[src/rtl/hwce_shift_adder_ctrl.sv]
// Pass/beat sequencer that drives the shift-adder base, bias and ReLU selects for one output tile.
// Define HWCE_SA_CTRL_PERF_EN to add the stall_cnt performance counter output.
`timescale 1ns/1ps
module hwce_shift_adder_ctrl #(
    parameter int unsigned PASS_W = 8,
    parameter int unsigned BEAT_W = 16
) (
    input  logic              clk,
    input  logic              rst_n,
    input  logic              start,
    input  logic              abort,
    input  logic [PASS_W-1:0] cfg_nb_pass,
    input  logic [BEAT_W-1:0] cfg_nb_beat,
    input  logic              cfg_bias_en,
    input  logic              cfg_relu_en,
    input  logic              sa_valid,
    input  logic              out_ready,
    output logic              out_valid,
    output logic              sum_over_constant,
    output logic              const_zero,
    output logic              rectifier_activ,
    output logic              partial_rd_en,
    output logic [PASS_W-1:0] pass_idx,
    output logic [BEAT_W-1:0] beat_idx,
    output logic              busy,
    output logic              done
`ifdef HWCE_SA_CTRL_PERF_EN
    ,
    output logic [31:0]       stall_cnt
`endif
);

    localparam logic [1:0] IDLE = 2'd0;
    localparam logic [1:0] RUN  = 2'd1;
    localparam logic [1:0] DONE = 2'd2;

    logic [1:0]        state_q, state_d;
    logic [PASS_W-1:0] pass_q, pass_d;
    logic [BEAT_W-1:0] beat_q, beat_d;
    logic [PASS_W-1:0] nb_pass_q, nb_pass_d;
    logic [BEAT_W-1:0] nb_beat_q, nb_beat_d;
    logic              bias_q, bias_d;
    logic              relu_q, relu_d;

    logic in_run;
    logic start_ok;
    logic accept;
    logic last_beat;
    logic last_pass;
    logic first_pass;

    assign in_run     = (state_q == RUN);
    assign start_ok   = (state_q == IDLE) && start && !abort;
    // abort wins over a beat handshake presented in the same cycle
    assign accept     = in_run && sa_valid && out_ready && !abort;
    assign last_beat  = (beat_q == nb_beat_q - BEAT_W'(1));
    assign last_pass  = (pass_q == nb_pass_q - PASS_W'(1));
    assign first_pass = (pass_q == '0);

    always_comb begin
        state_d   = state_q;
        pass_d    = pass_q;
        beat_d    = beat_q;
        nb_pass_d = nb_pass_q;
        nb_beat_d = nb_beat_q;
        bias_d    = bias_q;
        relu_d    = relu_q;
        case (state_q)
            IDLE: begin
                if (start_ok) begin
                    nb_pass_d = cfg_nb_pass;
                    nb_beat_d = cfg_nb_beat;
                    bias_d    = cfg_bias_en;
                    relu_d    = cfg_relu_en;
                    pass_d    = '0;
                    beat_d    = '0;
                    // an empty job still reports completion
                    state_d   = ((cfg_nb_pass != '0) && (cfg_nb_beat != '0)) ? RUN : DONE;
                end
            end
            RUN: begin
                if (abort) begin
                    state_d = IDLE;
                end else if (accept) begin
                    if (last_beat) begin
                        beat_d = '0;
                        pass_d = pass_q + PASS_W'(1);
                        if (last_pass) begin
                            state_d = DONE;
                        end
                    end else begin
                        beat_d = beat_q + BEAT_W'(1);
                    end
                end
            end
            DONE: begin
                state_d = IDLE;
            end
            default: begin
                state_d = IDLE;
            end
        endcase
    end

    always_ff @(posedge clk) begin
        if (!rst_n) begin
            state_q   <= IDLE;
            pass_q    <= '0;
            beat_q    <= '0;
            nb_pass_q <= '0;
            nb_beat_q <= '0;
            bias_q    <= 1'b0;
            relu_q    <= 1'b0;
        end else begin
            state_q   <= state_d;
            pass_q    <= pass_d;
            beat_q    <= beat_d;
            nb_pass_q <= nb_pass_d;
            nb_beat_q <= nb_beat_d;
            bias_q    <= bias_d;
            relu_q    <= relu_d;
        end
    end

    assign out_valid         = in_run && sa_valid;
    assign sum_over_constant = in_run && first_pass;
    assign const_zero        = in_run && first_pass && !bias_q;
    assign partial_rd_en     = in_run && !first_pass;
    assign rectifier_activ   = in_run && last_pass && relu_q;
    assign pass_idx          = pass_q;
    assign beat_idx          = beat_q;
    assign busy              = (state_q != IDLE);
    // an abort landing on the DONE cycle suppresses the completion pulse
    assign done              = (state_q == DONE) && !abort;

`ifdef HWCE_SA_CTRL_PERF_EN
    logic [31:0] stall_q;

    always_ff @(posedge clk) begin
        if (!rst_n) begin
            stall_q <= '0;
        end else if (start_ok) begin
            stall_q <= '0;
        end else if (in_run && sa_valid && !out_ready && (stall_q != 32'hFFFF_FFFF)) begin
            stall_q <= stall_q + 32'd1;
        end
    end

    assign stall_cnt = stall_q;
`endif

endmodule

[config.mk]
export PLATFORM = sky130hd
export DESIGN_NAME = hwce_shift_adder_ctrl
export DESIGN_NICKNAME = d
export VERILOG_FILES = /design/src/rtl/hwce_shift_adder_ctrl.sv
export SDC_FILE = /design/constraint.sdc
export NUM_CORES = 1
export LEC_CHECK = 0
export BUFFER_PORTS_ARGS = -buffer_cell sky130_fd_sc_hd__buf_4
export CAP_MARGIN = 30
export CELL_PAD_IN_SITES_DETAIL_PLACEMENT = 2
export CELL_PAD_IN_SITES_GLOBAL_PLACEMENT = 2
export CORE_MARGIN = 2
export CORE_UTILIZATION = 34
export CTS_CLUSTER_SIZE = 14
export DETAILED_ROUTE_END_ITERATION = 10
export PLACE_DENSITY = 0.89
export SETUP_SLACK_MARGIN = 0.4
export SLEW_MARGIN = 15
export SYNTH_ARGS = -nofsm -noshare
export SYNTH_HDL_FRONTEND = slang
export SYNTH_SLANG_ARGS = --single-unit
[constraint.sdc]
create_clock -name clk -period 4.9 [get_ports clk]
set_input_delay 0.245 -clock clk [delete_from_list [all_inputs] [get_ports clk]]
set_output_delay 0.245 -clock clk [all_outputs]
set_load 0.005 [all_outputs]
==> results of run 1 <==
[power by group through the flow]
stage          Combinational, uW  Sequential, uW  Clock [uW]
2_1_floorplan                109             453           0
3_3_place_gp                 153             456           0
3_5_place_dp                 162             458           0
4_1_cts                      166             448         270
5_1_grt                      187             451         285
6_report                     167             449         265
[kinds of logic after synthesis]
kind of cell,Yosys count,synth area share (%)
fa+ha+maj,5,2.04
xor+xnor,49,14.0
flops,52,34.0
compound gates,63,15.1
buf+inv,28,3.72
simple gates,181,29.8
mux,4,1.31
[through the flow]
| stage | cell area [sq um] | hold WS [ps] | util, % | std cells | total power (uW) |
|---|---|---|---|---|---|
| 2_1_floorplan | 3060 | 390 | - | 382 | 562 |
| 3_3_place_gp | 3590 | 455 | 41.2 | 535 | 609 |
| 3_5_place_dp | 3590 | 479 | 41.2 | 535 | 620 |
| 4_1_cts | 3680 | 194 | 42.2 | 543 | 884 |
| 5_1_grt | 3700 | 200 | 42.4 | 544 | 922 |
| 6_report | 3700 | 189 | 42.4 | 544 | 880 |
[path summary, 6_finish.rpt]
kind                        from      endpoint  slack (ps)  cells past startpoint
setup / recovery    nb_beat_q[3]  beat_idx[14]        1800                      8
hold / removal    cfg_nb_pass[6]  nb_pass_q[6]         190                      3
setup reg to reg    nb_beat_q[3]  beat_idx[14]        1800                      8
hold reg to reg     nb_pass_q[7]  nb_pass_q[7]         490                      2
[sequential cells by signal, indices dropped and copies added, names as in the netlist]
signal,flops
bias_q,1
pass_idx,8
relu_q,1
beat_idx,16
nb_pass_q,8
nb_beat_q,16
state_q,2
[worst max-delay path, cell delays in order, from the launching register on]
cell and delay [ps]:
dfxtp_1 380, or4_1 720, nor3_2 370, xor2_1 120, o221a_2 260, o21ai_1 200, nand4_4 270, nand3_1 540
nor2_1 110
[cell type report]
type / count / area share [%]
well taps: 108 / 3.65
flip-flops and latches: 52 / 28.1
multi-input cells: 302 / 51.6
clock buffers: 8 / 2.44
inverters: 10 / 1.01
repair buffers: 64 / 13.2
[routing by layer]
metal / global-route usage [%] / vias to the layer above
li1: - / 1428
met1: 23.5 / 1488
met2: 40.6 / 46
met3: 2.48 / 15
met4: 5.48 / 0
met5: 0 / -
[cell usage in the layout, fill, tap and decap left out, drive strengths merged, types with 5 or more instances in the layout]
master,n
a21oi,7
inv,10
nor2,32
xor2,26
ha,5
xnor2,23
nand4,6
nor3,6
nand2,75
nor2b,7
nand3,11
buf,64
clkbuf,8
nor4,14
dfxtp,52
o21ai,8
and3,6
a21boi,26
==> results by group, run 1 <==
Outcome
  • Status: finished, final reports clean

Detailed routing
  • Antenna viol nets, final: 0
  • Met1 WL: roughly 4200 um
  • Vias/cell: 5.47
  • Met2 Routed Length: 5470 um
  • Drc violations: 0
  • DR vias: 2,977
  • 1st-iter DRT viols: 51
  • Top sig layer: met4
  • Post-DR wirelength/cell: 18.5 um
  • DRT Pass-1 Iters: 4
  • Drt total wl: 10,100 um
  • Met3 WL: roughly 230 um

Finish
  • Layout cells sized above 1: 18.8%
  • Fin nets: 472
  • Multi-input gate area: about 1900 sq um
  • Register Area: ~1000 sq um
  • Layout fillers: 1,019
  • Layout area overhead: 20.8%
  • Ant diodes: 0

STA
  • Unrepaired setup endpoints after global routing: no
  • Final min period: 3100 ps
  • Crit share post-route: 63.3%
  • Setup ws final: 1800 ps
  • Worst-margin pin slew: approximately 760 ps
  • Highest Clock Rate: 0.322 GHz
  • Final Hold Viols: 0
  • Max Slew Vio Count: 0
  • TNS Setup: 0 ps
  • Worst slew margin: 48.8%
  • # setup viols final: 0
  • Skew final: 6.60 ps

Pwr
  • Register share of total power: 51.0%
  • P_int: 623 uW
  • Proportion of power drawn by the clock network: a little under a third
  • Logic pwr share: a little under a fifth
  • Maximum VDD drop: 0.104 mV
  • P per Cell Area: 238 nW/um^2
  • Switch share: between 20% and 30%
  • Leakage power: ~0.0015 uW
  • Psw: between 200 and 300 uW

Clock network
  • CTS tree: yes
  • Htree depth: 2
  • Clock Sinks: 52
  • Root buf cell: clkbuf_8
  • Clk slew on worst S/H paths: roughly 100 ps
  • Post-CTS setup repair buffer count: 0
  • Post_cts resized: 0
  • CTS Hold Buffers Added: 0
  • Total CTS buffers: 5
  • CTS max path bufs: 2
  • Clock Latency Late Sink: 320 ps

Global route
  • Initial antenna violation count: 0
  • Vias in the first global route: 3,324
  • Gr ovfl total: 0
  • First-pass GRT wire length: 16,500 um
  • Largest net degree at the start of global routing: 39
  • GRT Overall Usage: about a fifth

Critical path
  • Kind of critical path: reg -> reg
  • Crit start category: flip-flop
  • CP endpoint kind: flip-flop
  • Worst-path fanout max: 16
  • Critical Path AT: between 3000 and 4000 ps
  • Worst Path Required: 5080 ps

Floorplanning
  • Initial core utilization: 35.1%
  • Rows: 34
  • Die Y: 98.9 um
  • Std-Cell Core Area: ~8700 sq um
  • Die area: 9780 sq um
  • IO Pins: 63
  • Die X-Extent: a little under 100 um

Min path
  • Hold WC Path Type: in -> reg

Place
  • Buffers added on ports: 62
  • Detailed Place HPWL: 7430 um
  • RD Place Congestion: 0.846
  • Dpl ws: 1850 ps

Logic synthesis
  • Ys async rst share: 0%
  • Synth cell count leaders: nand2_1 (75), dfxtp_1 (52), nor2_1 (32)
  • Post-synth top area share: 34.0%
  • Synth area leaders: dfxtp_1 (34%), nand2_1 (9.2%), xor2_1 (7.4%)
  • Synth Instances: 382
  • Dominant cell type by area after synthesis: dfxtp_1
  • Syn Area/Cell: 8.01 sq um
  • Post-synth EDFFs: 0
  • Netlist cell types: around 50
  • Top_reg_cell synth: dfxtp_1
  • Net Count, Synth: 419
  • Seq cells post-synth: 52
  • Post-Syn Area: 3060 sq um
  • Most frequent cell after synthesis: nand2_1
  • Syn. warnings: 0
  • Sequential area share after synthesis: 34.0%

Job
  • Max-cap viol count: 0
Note: power is estimated with default switching activity, not from simulation.
==> run 2: changes to the inputs <==
- ABC_AREA: default -> 1
- CORE_UTILIZATION: 34 -> 30
- PLACE_DENSITY: 0.89 -> 0.85
- clock period: 4.9 -> 3.21 ns (I/O delays scaled with it)
==> results by group, run 2 <==
Logic synthesis
  • Post-Syn Area: between 3000 and 4000 sq um
  • Post-synthesis simple-gate area fraction: 40.1%
  • Synth Area in XOR/XNOR: 9.07%
  • Largest family of logic cells by synthesized area: simple AND/OR/NAND/NOR gates
  • Sequential area share after synthesis: 29.9%
  • Net Count, Synth: about 600
  • Syn Area/Cell: roughly 6.3 sq um
  • Post-synthesis compound-gate area fraction: 10.4%
  • Syn. warnings: 0
  • Most frequent cell after synthesis: nand2_1
  • Post-synthesis mux area share: 0%
  • Netlist cell types: 32
  • Synth Instances: 548
  • Post-synth EDFFs: 0
  • Seq cells post-synth: between 50 and 60
  • Adder-cell area share of the yosys netlist: 1.80%
  • Top_reg_cell synth: dfxtp_1
  • Synth cell count leaders: nand2_1 (119), nor2_1 (91), inv_1 (60)
  • Ys async rst share: 0%
  • Synth area leaders: dfxtp_1 (30%), nand2_1 (13%), nor2_1 (9.8%)
  • Post-synth top area share: 29.9%
  • Dominant cell type by area after synthesis: dfxtp_1

Floorplanning
  • Die Y: 112 um
  • Std-Cell Core Area: 11,400 sq um
  • Die area: between 10,000 and 15,000 sq um
  • Rows: 39
  • IO Pins: between 60 and 70
  • Die X-Extent: 112 um
  • Initial core utilization: 30.6%

Clock network
  • Root buf cell: clkbuf_16
  • Clock Latency Late Sink: 290 ps
  • Clk slew on worst S/H paths: 70 ps
  • Post-CTS setup repair buffer count: 0
  • CTS Hold Buffers Added: 0
  • Total CTS buffers: 5
  • Htree depth: 2
  • CTS max path bufs: 2
  • Post_cts resized: 0
  • CTS tree: yes
  • Clock Sinks: 52

Pwr
  • Leakage power: 0.00192 uW
  • P per Cell Area: 419 nW/um^2
  • Total power: 1770 uW
  • Maximum VDD drop: around 0.21 mV

Global route
  • Initial antenna violation count: 0
  • First-pass GRT wire length: 21,100 um
  • Vias in the first global route: between 4,000 and 5,000
  • Largest net degree at the start of global routing: between 40 and 50
  • GRT Overall Usage: 21.0%
  • Gr ovfl total: 0

Critical path
  • Worst reg2reg path depth: 14
  • Worst-path fanout max: 11
  • Kind of critical path: reg -> reg
  • Critical Path AT: around 2600 ps
  • Worst Path Required: 3390 ps
  • Worst R2R Setup Slack: 820 ps
  • CP endpoint kind: flip-flop
  • Crit start category: flip-flop

STA
  • Skew final: 7.22 ps
  • Max Slew Vio Count: 0
  • TNS Setup: 0 ps
  • Worst-margin pin slew: 739 ps
  • # setup viols final: 0
  • Final min period: 2390 ps
  • Final Hold Viols: 0
  • Unrepaired setup endpoints after global routing: no
  • Worst slew margin: 50.3%
  • Highest Clock Rate: 0.418 GHz
  • Crit share post-route: roughly 75%

Finish
  • Commonest non-fill, non-tap cell in the layout: nand2_1
  • Register Area: 1040 sq um
  • Non-Filler Instances: 749
  • Ant diodes: 0
  • Fin nets: approximately 640
  • Multi-input gate area: between 2000 and 2500 sq um
  • Core Util, Final: 37.1%
  • Commonest non-fill, non-tap cells in the layout: nand2_1 (119), nor2_1 (91), buf_4 (63), inv_1 (60), dfxtp_1 (52)
  • Layout fillers: between 1,000 and 1,500
  • Layout cells sized above 1: 16.2%
  • Layout area overhead: 21.2%

Detailed routing
  • Vias/cell: 5.02
  • Drc violations: 0
  • 1st-iter DRT viols: 121
  • Antenna viol nets, final: 0
  • DRT Pass-1 Iters: 4
  • DR vias: 3,759
  • Post-DR wirelength/cell: 17.4 um
  • Drt total wl: around 13,000 um

Place
  • Buffers added on ports: 62
  • RD Place Congestion: 0.841
  • Post-Place Cells: approximately 740
  • Detailed Place HPWL: 10,800 um

Outcome
  • Status: finished, final reports clean

Job
  • Max-cap viol count: 0

Min path
  • WHS Path Cells: 3
  • Hold WC Path Type: in -> reg
## run 2: worst max-delay path: stages (launching register included)
cell     delay [ps]
dfxtp_1         380
nor2_1          270
nand2_2         140
nor2_4          200
nand2_1          70
nand2_1         110
nand2_1         100
nor2_1          130
nand2_1          90
nor2_1          190
nand2_2         130
nand2_4         110
nand2_4         100
nand2_4         170
nor2_1           70
## run 2: area by class of cell
class                   count  area share, %
flip-flops and latches     52           24.7
multi-input cells         418           50.6
clock buffers               6           3.06
inverters                  65           5.79
repair buffers             63           11.2
well taps                 143           4.24
clock inverters             2          0.386
## run 2: cells by family after synthesis
logic type	count (synthesis)
buffers and inverters	78
adders and majority gates	5
DFF	52
and+or+nand+nor	308
AOI/OAI and AO/OA	69
xor gates and xnor gates	36
## run 2: final timing paths
| check | startpoint | endpoint |
|---|---|---|
| setup reg to reg | nb_beat_q[6] | beat_idx[13] |
| setup / recovery | nb_beat_q[6] | beat_idx[13] |
| hold / removal | cfg_bias_en | bias_q |
| hold reg to reg | relu_q | relu_q |
## run 2: routing by layer
metal / up-vias / share of wire [%] / track usage, % / wire (um)
li1: 1871 / - / - / -
met4: 0 / 1.7 / 4.86 / 216
met2: 46 / 54 / 40.4 / 7090
met1: 1826 / 42 / 24.5 / 5430
met3: 16 / 2.3 / 2.72 / 298
met5: - / 0 / 0 / 0
## run 2: power breakdown
part / internal (uW) / switching (uW)
logic: 176 / 336
clock network: 292 / 252
registers: 675 / 37.5
total: 1140 / 626
## run 2: through the flow
| step | hold WS [ps] | setup WS (ps) | area [sq um] |
|---|---|---|---|
| CTS | 133 | 761 | 4220 |
| global placement | 413 | 884 | 4070 |
| detailed placement | 435 | 812 | 4070 |
| finish | 128 | 817 | 4220 |
| global route | 168 | 552 | 4220 |
| floorplan | 290 | 1260 | 3480 |
==> run 3: changes to the inputs <==
- ABC_AREA: 1 -> 0
- CORE_UTILIZATION: 30 -> 29
- PLACE_DENSITY: 0.85 -> 0.81
- clock period: 3.21 -> 2.2 ns (I/O delays scaled with it)
==> results by group, run 3 (synthesis gave the netlist of run 1 again) <==
Finish
  • Ant diodes: 0
  • Fin nets: ~530
  • Commonest non-fill, non-tap cells in the layout: buf_4 (116), nand2_1 (75), dfxtp_1 (47), nor2_1 (31), a21boi_0 (26)
  • Commonest non-fill, non-tap cell in the layout: buf_4
  • Layout cells sized above 1: a little over a third
  • Non-Filler Instances: 633
  • Layout area overhead: 44.9%
  • Layout fillers: 1,157
  • Core Util, Final: between 40% and 50%
  • Register Area: 1050 sq um
  • Multi-input gate area: between 2000 and 2500 sq um

STA
  • WHS: 54.7 ps
  • Max Slew Vio Count: 0
  • Skew final: between 7 and 8 ps
  • Unrepaired setup endpoints after global routing: yes
  • Setup ws final: -451 ps
  • Crit share post-route: 121%
  • Worst slew margin: 57.6%
  • Worst-margin pin slew: 630 ps
  • Final Hold Viols: 0
  • Highest Clock Rate: 0.377 GHz
  • # setup viols final: 27
  • Final min period: roughly 2700 ps

Detailed routing
  • Post-DR wirelength/cell: 19.6 um
  • Vias/cell: 5.21
  • DR vias: between 3,000 and 4,000
  • Drt total wl: 12,400 um
  • Drc violations: 0
  • 1st-iter DRT viols: just over 80
  • DRT Pass-1 Iters: 4
  • Antenna viol nets, final: 0

Clock network
  • Total CTS buffers: 5
  • Root buf cell: clkbuf_8
  • CTS tree: yes
  • Clk slew on worst S/H paths: 100 ps
  • Clock Sinks: 52
  • CTS max path bufs: 2
  • CTS Hold Buffers Added: 0
  • Clock Latency Late Sink: about 320 ps
  • Htree depth: 2

Global route
  • Vias in the first global route: 3,696
  • Gr ovfl total: 0
  • Largest net degree at the start of global routing: 39
  • GRT Overall Usage: between 20% and 30%
  • Initial antenna violation count: 0
  • First-pass GRT wire length: between 15,000 and 20,000 um

Place
  • RD Place Congestion: 0.783
  • Post-Place Cells: 613
  • Buffers added on ports: 62
  • Detailed Place HPWL: between 8000 and 9000 um

Critical path
  • Critical Path AT: 2910 ps
  • Worst-path fanout max: 5
  • Worst Path Required: roughly 2500 ps
  • Crit start category: flip-flop
  • Kind of critical path: reg -> reg
  • CP endpoint kind: flip-flop
  • Worst R2R Setup Slack: -450 ps

Min path
  • Hold WC Path Type: in -> reg

Floorplanning
  • Die Y: 107 um
  • Die X-Extent: 107 um
  • IO Pins: 63
  • Die area: 11,400 sq um
  • Rows: 37
  • Std-Cell Core Area: slightly above 10,000 sq um
  • Initial core utilization: a little under 30%

Pwr
  • Maximum VDD drop: 0.247 mV
  • Leakage power: 0.00183 uW
  • P per Cell Area: 478 nW/um^2

Job
  • Max-cap viol count: 0

Outcome
  • Violated checks: setup timing
  • Status: finished with violations
[run 3: cell count changes in the layout (fill, tap and decap cells not counted), moves of 10 or more]
cell and delta:
buf_4 +53, o21ai_0 -32, a21oi_1 -23, nor2_1 -60
nand4_1 -10, nand2_1 -44, nand3_1 -29, a21boi_0 +26
inv_1 -52
[run 3: final timing paths]
path | startpoint | endpoint | cells past startpoint
setup reg to reg | nb_beat_q[9] | pass_idx[7] | 9
setup / recovery | nb_beat_q[9] | pass_idx[7] | 9
hold / removal | cfg_nb_pass[3] | nb_pass_q[3] | 3
hold reg to reg | relu_q | relu_q | 2
[run 3: final cells by class]
cell class                      count  share of cell area [%]
Clock buffer                        7                    1.95
Clock inverter                      1                   0.169
Inverter                           10                   0.846
Multi-Input combinational cell    303                    47.5
Sequential cell                    52                    23.7
Tap cell                          136                    3.84
Timing Repair Buffer              124                    22.1
[run 3: what timing repair did]
action,CTS,global route
endpoints found under the hold margin,0,0
gates resized for setup,29,18
endpoints found under the setup margin,30,30
pin swaps,8,10
setup buffers,8,3
cloned,1,0
[run 3: critical path, cell delays in order (launching register included)]
cell,delay (ps)
dfxtp_2,330
or3_4,380
or4_4,450
or4_1,420
o21ai_1,110
or2_4,170
nand4_4,160
buf_6,160
a2111o_1,350
nand2_1,60
[run 3: through the flow]
step	setup TNS (ps)	area, sq um	power, uW	worst slack [ps]
after detailed placement	-11120	4040	1460	-555
after floorplan	-6470	3070	1260	-357
final	-8940	4440	2120	-451
after global routing	-11200	4440	2200	-534
after CTS	-10360	4320	2100	-506
after global placement	-7840	4040	1430	-383
[run 3: layer usage]
layer	vias to the layer above	part of all wire, %	track usage [%]
li1	1553	-	-
met1	1651	40	24.3
met2	70	53	41.9
met3	27	3.1	3.04
met4	0	3.3	8.07
met5	-	0	0
[run 3: power by group]
| group | internal, uW | leakage [uW] | switching, uW |
|---|---|---|---|
| sequential | 965 | 0.000425 | 21.2 |
| clock | 257 | 0.0000445 | 354 |
| combinational | 247 | 0.00136 | 273 |
| total | 1470 | 0.00183 | 648 |
